### config.mk
export PLATFORM = sky130hd
export DESIGN_NAME = seq_div_16bit
export DESIGN_NICKNAME = d
export VERILOG_FILES = /design/src/rtl/seq_div_16bit.sv
export SDC_FILE = /design/constraint.sdc
export NUM_CORES = 1
export LEC_CHECK = 0
export CAP_MARGIN = 10
export CORE_MARGIN = 3
export CORE_UTILIZATION = 40
export CTS_CLUSTER_DIAMETER = 30
export DETAILED_ROUTE_END_ITERATION = 10
export GPL_TIMING_DRIVEN = 1
export PLACE_DENSITY = 0.63
export RECOVER_POWER = 100
export SLEW_MARGIN = 15
export SYNTH_ARGS = -nofsm -noshare
export SYNTH_HDL_FRONTEND = slang
export SYNTH_SLANG_ARGS = --single-unit
### constraint.sdc
create_clock -name clk -period 2.95 [get_ports clk]
set_clock_uncertainty 0.2 [all_clocks]
set_input_delay 0.4425 -clock clk [delete_from_list [all_inputs] [get_ports clk]]
set_output_delay 0.4425 -clock clk [all_outputs]
set_load 0.02 [all_outputs]
### src/rtl/seq_div_16bit.sv
// Iterative unsigned restoring divider: one quotient bit per clock, start/done handshake.
// Trial subtraction is a WIDTH+1-bit add of the inverted divisor with carry-in 1.
module seq_div_16bit #(
  parameter int WIDTH = 16
) (
  input  logic             clk,
  input  logic             rst_n,
  input  logic             start,
  input  logic [WIDTH-1:0] dividend,
  input  logic [WIDTH-1:0] divisor,
  output logic             busy,
  output logic             done,
  output logic [WIDTH-1:0] quotient,
  output logic [WIDTH-1:0] remainder,
  output logic             div_by_zero
);

  localparam int CNT_W = (WIDTH > 1) ? $clog2(WIDTH) : 1;

  typedef enum logic [1:0] {
    S_IDLE,
    S_CALC,
    S_DONE
  } state_t;

  state_t           state_reg, state_next;
  logic [CNT_W-1:0] cnt_reg;
  logic [WIDTH-1:0] dvd_reg;
  logic [WIDTH-1:0] dvs_reg;
  logic [WIDTH-1:0] prem_reg;

  logic [WIDTH:0]   shifted;
  logic [WIDTH:0]   dvs_inv;
  logic [WIDTH:0]   trial;
  logic             qbit;
  logic             accept;
  logic             zero_div;

  assign accept   = (state_reg == S_IDLE) && start;
  assign zero_div = (divisor == '0);

  // Zero-extended divisor, inverted bit by bit for the subtract-by-add.
  genvar gi;
  generate
    for (gi = 0; gi < WIDTH; gi++) begin : g_inv
      assign dvs_inv[gi] = ~dvs_reg[gi];
    end
  endgenerate
  assign dvs_inv[WIDTH] = 1'b1;

  assign shifted = {prem_reg, dvd_reg[WIDTH-1]};
  assign trial   = shifted + dvs_inv + {{WIDTH{1'b0}}, 1'b1};
  assign qbit    = ~trial[WIDTH];

  always_ff @(posedge clk or negedge rst_n) begin
    if (!rst_n) begin
      state_reg <= S_IDLE;
    end else begin
      state_reg <= state_next;
    end
  end

  always_comb begin
    state_next = state_reg;
    case (state_reg)
      S_IDLE: begin
        if (start) begin
          state_next = zero_div ? S_DONE : S_CALC;
        end
      end
      S_CALC: begin
        if (cnt_reg == '0) begin
          state_next = S_DONE;
        end
      end
      S_DONE:  state_next = S_IDLE;
      default: state_next = S_IDLE;
    endcase
  end

  always_comb begin
    busy = (state_reg == S_CALC);
    done = (state_reg == S_DONE);
  end

  // Datapath; result outputs only move when entering DONE.
  always_ff @(posedge clk or negedge rst_n) begin
    if (!rst_n) begin
      cnt_reg     <= '0;
      dvd_reg     <= '0;
      dvs_reg     <= '0;
      prem_reg    <= '0;
      quotient    <= '0;
      remainder   <= '0;
      div_by_zero <= 1'b0;
    end else if (accept) begin
      if (zero_div) begin
        quotient    <= '1;
        remainder   <= dividend;
        div_by_zero <= 1'b1;
      end else begin
        dvd_reg  <= dividend;
        dvs_reg  <= divisor;
        prem_reg <= '0;
        cnt_reg  <= CNT_W'(WIDTH - 1);
      end
    end else if (state_reg == S_CALC) begin
      dvd_reg  <= {dvd_reg[WIDTH-2:0], qbit};
      prem_reg <= qbit ? trial[WIDTH-1:0] : shifted[WIDTH-1:0];
      if (cnt_reg != '0) begin
        cnt_reg <= cnt_reg - 1'b1;
      end else begin
        quotient    <= {dvd_reg[WIDTH-2:0], qbit};
        remainder   <= qbit ? trial[WIDTH-1:0] : shifted[WIDTH-1:0];
        div_by_zero <= 1'b0;
      end
    end
  end

endmodule

**Word level (Yosys, flattened, before mapping)**

Index checks and enable logic that the tools add are counted.

- Reduce and logical (&&, ||, !) cells: 12
- $add $sub $neg: 3
- Equal/unequal tests: 7
- Multiplexer cells: 27
- Bitwise gates (word level): 18

Operators with widths:

| operator | number |
|---|---|
| $mux W16 | 15 |
| $not A1 Y1 | 18 |
| $add A17 B1 Y17 const B | 1 |
| $add A17 B17 Y17 | 1 |
| $logic_not A16 Y1 | 1 |
| $mux W4 | 4 |
| $mux W2 | 3 |
| $ne A2 B2 Y1 const B | 3 |
| $reduce_and A2 Y1 | 3 |
| $reduce_and A3 Y1 | 2 |
| $logic_not A4 Y1 | 1 |
| $mux W1 | 4 |
| $ne A2 B1 Y1 const B | 2 |
| $pmux W2 S2 | 1 |
| $reduce_bool A2 Y1 | 2 |
| $reduce_bool A4 Y1 | 1 |
| $sub A4 B1 Y4 const B | 1 |
| $eq A2 B1 Y1 const B | 1 |
| $eq A2 B2 Y1 const B | 1 |
| $logic_not A2 Y1 | 1 |
| $logic_and A1 B1 Y1 | 1 |

- Output and inout port bits: 35
- Flip-flop bits (word level): 87
- Word-level logic and storage cells: 75
- Input port bits: 35

**Depth between registers and ports, before layout**

- Word-level depth: 7
- Gate-level depth with buffers: 11
- Mapped depth without buffers: 10

**Worst setup path after synthesis**

Ideal clock, no wire load.

- Path kind: reg-to-reg
- Start: reg prem_reg[4]
- End: reg remainder[0]
- Period minus slack after synthesis: 2797 ps
- Data required time: 2668 ps
- Library setup time: 82 ps
- Setup slack: 153 ps
- Data arrival time: 2515 ps
- Stages on the path, launching flop included: 9
- Path buffers: 0
- Cells stage by stage: dfrtp_1 ha_1 a21o_1 a211o_1 o211a_1 nor3_4 xor2_2 mux2_1 o22ai_1

- Longest elaborated chain between the ends: 6

Ends and longest elaborated chain:

| what | RTL line | source |
|---|---|---|
| from (decl) | 30 | `logic [WIDTH-1:0] prem_reg;` |
| from (signal assigned) | 109 | `prem_reg <= qbit ? trial[WIDTH-1:0] : shifted[WIDTH-1:0];` |
| $add A17 B17 Y17 | 52 | `assign trial = shifted + dvs_inv + {{WIDTH{1'b0}}, 1'b1};` |
| $add A17 B1 Y17 | 52 |  |
| $mux W16 | 114 | `remainder <= qbit ? trial[WIDTH-1:0] : shifted[WIDTH-1:0];` |
| $mux W16 | 110 | `if (cnt_reg != '0) begin` |
| $mux W16 | 107 | `end else if (state_reg == S_CALC) begin` |
| $mux W16 | 96 | `end else if (accept) begin` |
| to (signal assigned) | 99 | `remainder <= dividend;` |
| to (signal assigned) | 114 |  |
| to (decl) | 14 | `output logic [WIDTH-1:0] remainder,` |

Every way passes these cells. The select of a mux whose other input is x is not followed.
A chain may end at the register's enable or synchronous reset.

**Final worst setup path**

- Start: reg dvs_reg[0]
- End: reg remainder[8]

- Longest elaborated chain between the ends: 7

Ends and longest elaborated chain:

| what | RTL line | source |
|---|---|---|
| from (decl) | 29 | `logic [WIDTH-1:0] dvs_reg;` |
| from (signal assigned) | 103 | `dvs_reg <= divisor;` |
| $not A1 Y1 | 46 | `assign dvs_inv[gi] = ~dvs_reg[gi];` |
| $add A17 B17 Y17 | 52 |  |
| $add A17 B1 Y17 | 52 |  |
| $mux W16 | 114 |  |
| $mux W16 | 110 |  |
| $mux W16 | 107 |  |
| $mux W16 | 96 |  |

Every way passes these cells. The select of a mux whose other input is x is not followed.

==> results.py <==
metrics = {
    "clock_tree": {
        "numCtsBuffers": 9,
        "insertion_delay_ns": 0.35,
        "cts_buffer_depth": 2,
        "path_clk_slew_ns": 0.06,
        "clock-sinks": 87,
        "clock-root-buffer": "clkbuf_16",
        "cts-htree-levels": 3,
        "cts_tree": "done",
    },
    "logic_synthesis": {
        "synth-seq-area-share": 0.459,
        "synth-edff-count": 0,
        "yosys_warnings": 0,
        "synth_compound_area_frac": 0.210,
        "synthMuxAreaShare": 0.0649,
        "ys_ff_latch": 87,
        "synth_top_family_by_area": "compound AO/OA/AOI/OAI gates",
        "yosysTopAreaCell": "dfrtp_1",
        "syn_inst": 511,
        "post-synth-top-count-cell": "dfrtp_1",
        "synth-xor-area-share": 0.0314,
        "synthAdderAreaFrac": 0.0491,
        "synth_commonest_cells": "dfrtp_1, nand2_1, o21ai_0",
        "synth_simple_gate_area_frac": 0.143,
        "syn_avg_cell_area_um2": 9.28,
        "ys_types": 60,
        "synth_area_leaders": "dfrtp_1, o21ai_0, nand2_1",
        "syn_area_mm2": 0.00474,
        "synth-async-reset-ratio": 1.00,
        "synth_flop_cell": "dfrtp_1",
        "yosysTopAreaCellShare": 0.459,
        "synth_nets": 564,
    },
    "timing": {
        "layout_setup_ws_ns": 0.0951,
        "hold_ws_ns": 0.274,
        "worstMarginPinSlew_ns": 1.17,
        "fin_crit_ns": 2.85,
        "finalSetupViolations": 0,
        "period_share": 0.968,
        "fmax_ghz": 0.350,
        "finalHoldViolations": 0,
        "slew_violations": 0,
        "slew_headroom": 0.220,
    },
    "cells_and_area": {
        "drive_above_1_share": 0.108,
        "antenna-diode-count": 0,
        "final_util": 0.536,
        "fill_cells": 1087,
        "fin_area_mm2": 0.00617,
        "final_nets": 653,
        "synthToLayoutAreaGrowth_pct": 30.1,
    },
    "power": {
        "power_density_mw_per_mm2": 1450,
        "p_leak_nw": 2.61,
        "finalPower_w": 0.00893,
        "ir_drop_mv": 0.557,
    },
    "run": {
        "cap_viol_max_count": 0,
    },
    "place": {
        "placed_cell_area_mm2": 0.00577,
        "place_congestion": 0.897,
        "place_ws_ns": -0.0689,
        "dp_hpwl_um": 9290,
        "portBuffers": 69,
    },
    "critical_path": {
        "crit_path_start_kind": "flip-flop",
        "arrival_ns": 2.88,
        "cp_slowest_stage_delay_ns": 0.41,
        "cp.depth": 11,
        "path_delay_family": "adder cells",
        "cp_cell_sequence": "ha_2, fa_2, nand2b_4, a21oi_4, o211a_1, nor3_4, buf_12, xnor2_4, buf_6, mux2i_2, o22ai_1",
        "cp_max_fo": 8,
        "endpoint_kind": "flip-flop",
        "worstSetupPathType": "flip-flop to flip-flop",
        "worst-r2r-cell-count": 11,
        "critPathBufInv": 2,
        "slowest_stage": "dfrtp_1",
        "crit_required_ns": 2.97,
    },
    "drt": {
        "drtIter0Drc": 198,
        "vias_per_cell": 5.50,
        "wl_per_cell_um": 17.3,
        "drt_first_pass_iters": 5,
        "wl_um": 13000,
        "ant_nets": 0,
        "dr_total_vias": 4108,
        "drc": 0,
    },
    "global_routing": {
        "track_usage": 0.201,
        "grt_max_degree": 46,
        "grt_pass1_wl_um": 21000,
        "grt_overflow": 0,
        "antenna_found_initial": 0,
        "grt_pass1_vias": 4106,
    },
    "floorplan": {
        "core_area_mm2": 0.0115,
        "die_width_um": 115,
        "start_util": 0.412,
        "io_pins": 70,
        "dieArea_mm2": 0.0132,
        "die_y_um": 115,
        "core.rowCount": 39,
    },
    "worst_hold_path": {
        "holdPathStages": 2,
        "hold_path.class": "flip-flop to flip-flop",
    },
    "status": {
        "status": "finished clean",
    },
}
==> per-layer routing <==
layer | GRT usage | share of wire | vias to the layer above
met2 | 0.303 | 0.45 | 104
met1 | 0.283 | 0.47 | 1983
met5 | 0 | 0 | -
met3 | 0.0484 | 0.065 | 16
li1 | - | - | 2005
met4 | 0.0736 | 0.016 | 0
==> timing repair <==
action,in CTS,in global routing
cloned,0,0
endpoints found under the hold margin,44,0
setup endpoints to repair,9,27
hold buffers,1,0
pin swaps,0,5
buffers inserted,0,4
gates resized for setup,5,16
==> metrics by stage <==
stage	cells	setup TNS, ns
final	747	0
after floorplan	511	0
after CTS	743	-0.00180
after detailed placement	727	-0.112
after global routing	747	-0.0405
after global placement	727	-0.0302
==> worst paths after layout <==
path	start	to	slack (ns)
worst max register to register	dvs_reg[0]	remainder[8]	0.1
worst min register to register	quotient[15]	quotient[15]	0.27
worst max-delay path	dvs_reg[0]	remainder[8]	0.1
min in group asynchronous	rst_n	dvs_reg[12]	0.65
worst min-delay path	quotient[15]	quotient[15]	0.27
max in group asynchronous	rst_n	quotient[15]	0.56
==> power by group <==
group	internal (W)	switching, W	leakage (nW)	total (W)
combinational	0.00255	0.00312	1.44	0.00567
clock	0.000676	0.000467	0.143	0.00114
sequential	0.00173	0.000388	1.02	0.00212
total	0.00495	0.00398	2.61	0.00893
==> layout make-up <==
type | instances | area (um2) | share of cell area
inverter | 25 | 93.8 | 0.0152
clock buffer | 12 | 246 | 0.0400
clock inverter | 3 | 43.8 | 0.00710
sequential | 87 | 2180 | 0.353
multi-input combinational | 373 | 2470 | 0.401
timing repair buffer | 104 | 953 | 0.155
tap | 143 | 179 | 0.0290
==> cell usage in the layout (no fill, tap or decap), types with 3 or more instances in the layout <==
cell	netlist	layout
dfrtp_1	87	87
nand2_1	81	81
o21ai_0	64	68
dlygate4sd3_1	0	37
clkdlybuf4s50_1	0	32
a21oi_1	26	25
inv_1	24	24
nor2_1	22	22
mux2i_1	27	18
buf_4	0	18
o21ai_1	20	15
ha_1	17	14
clkbuf_1	23	11
o22ai_1	10	10
xnor2_1	9	9
clkbuf_16	0	9
o22a_1	8	8
nor4_1	7	7
mux2i_2	0	6
a21o_1	5	5
and3_1	5	5
nand4_1	4	4
o21a_1	4	4
nand3_1	4	4
nand2b_1	4	3
nor2b_1	3	3
or3_1	3	3
xor2_1	3	3
mux2i_4	0	3
clkbuf_2	0	3
buf_12	0	3
==> worst reg2reg max path, stage by stage (launching register included) <==
cell,delay [ns]
dfrtp_1,0.41
ha_2,0.21
fa_2,0.35
nand2b_4,0.16
a21oi_4,0.17
o211a_1,0.20
nor3_4,0.06
buf_12,0.15
xnor2_4,0.21
buf_6,0.20
mux2i_2,0.28
o22ai_1,0.12
==> logic make-up after synthesis <==
logic type	count (synthesis)
buf+inv	51
mux	30
xor+xnor	14
flops	87
simple gates	146
fa+ha+maj	18
compound gates	165
No activity file was read; power rests on OpenSTA's default activity.
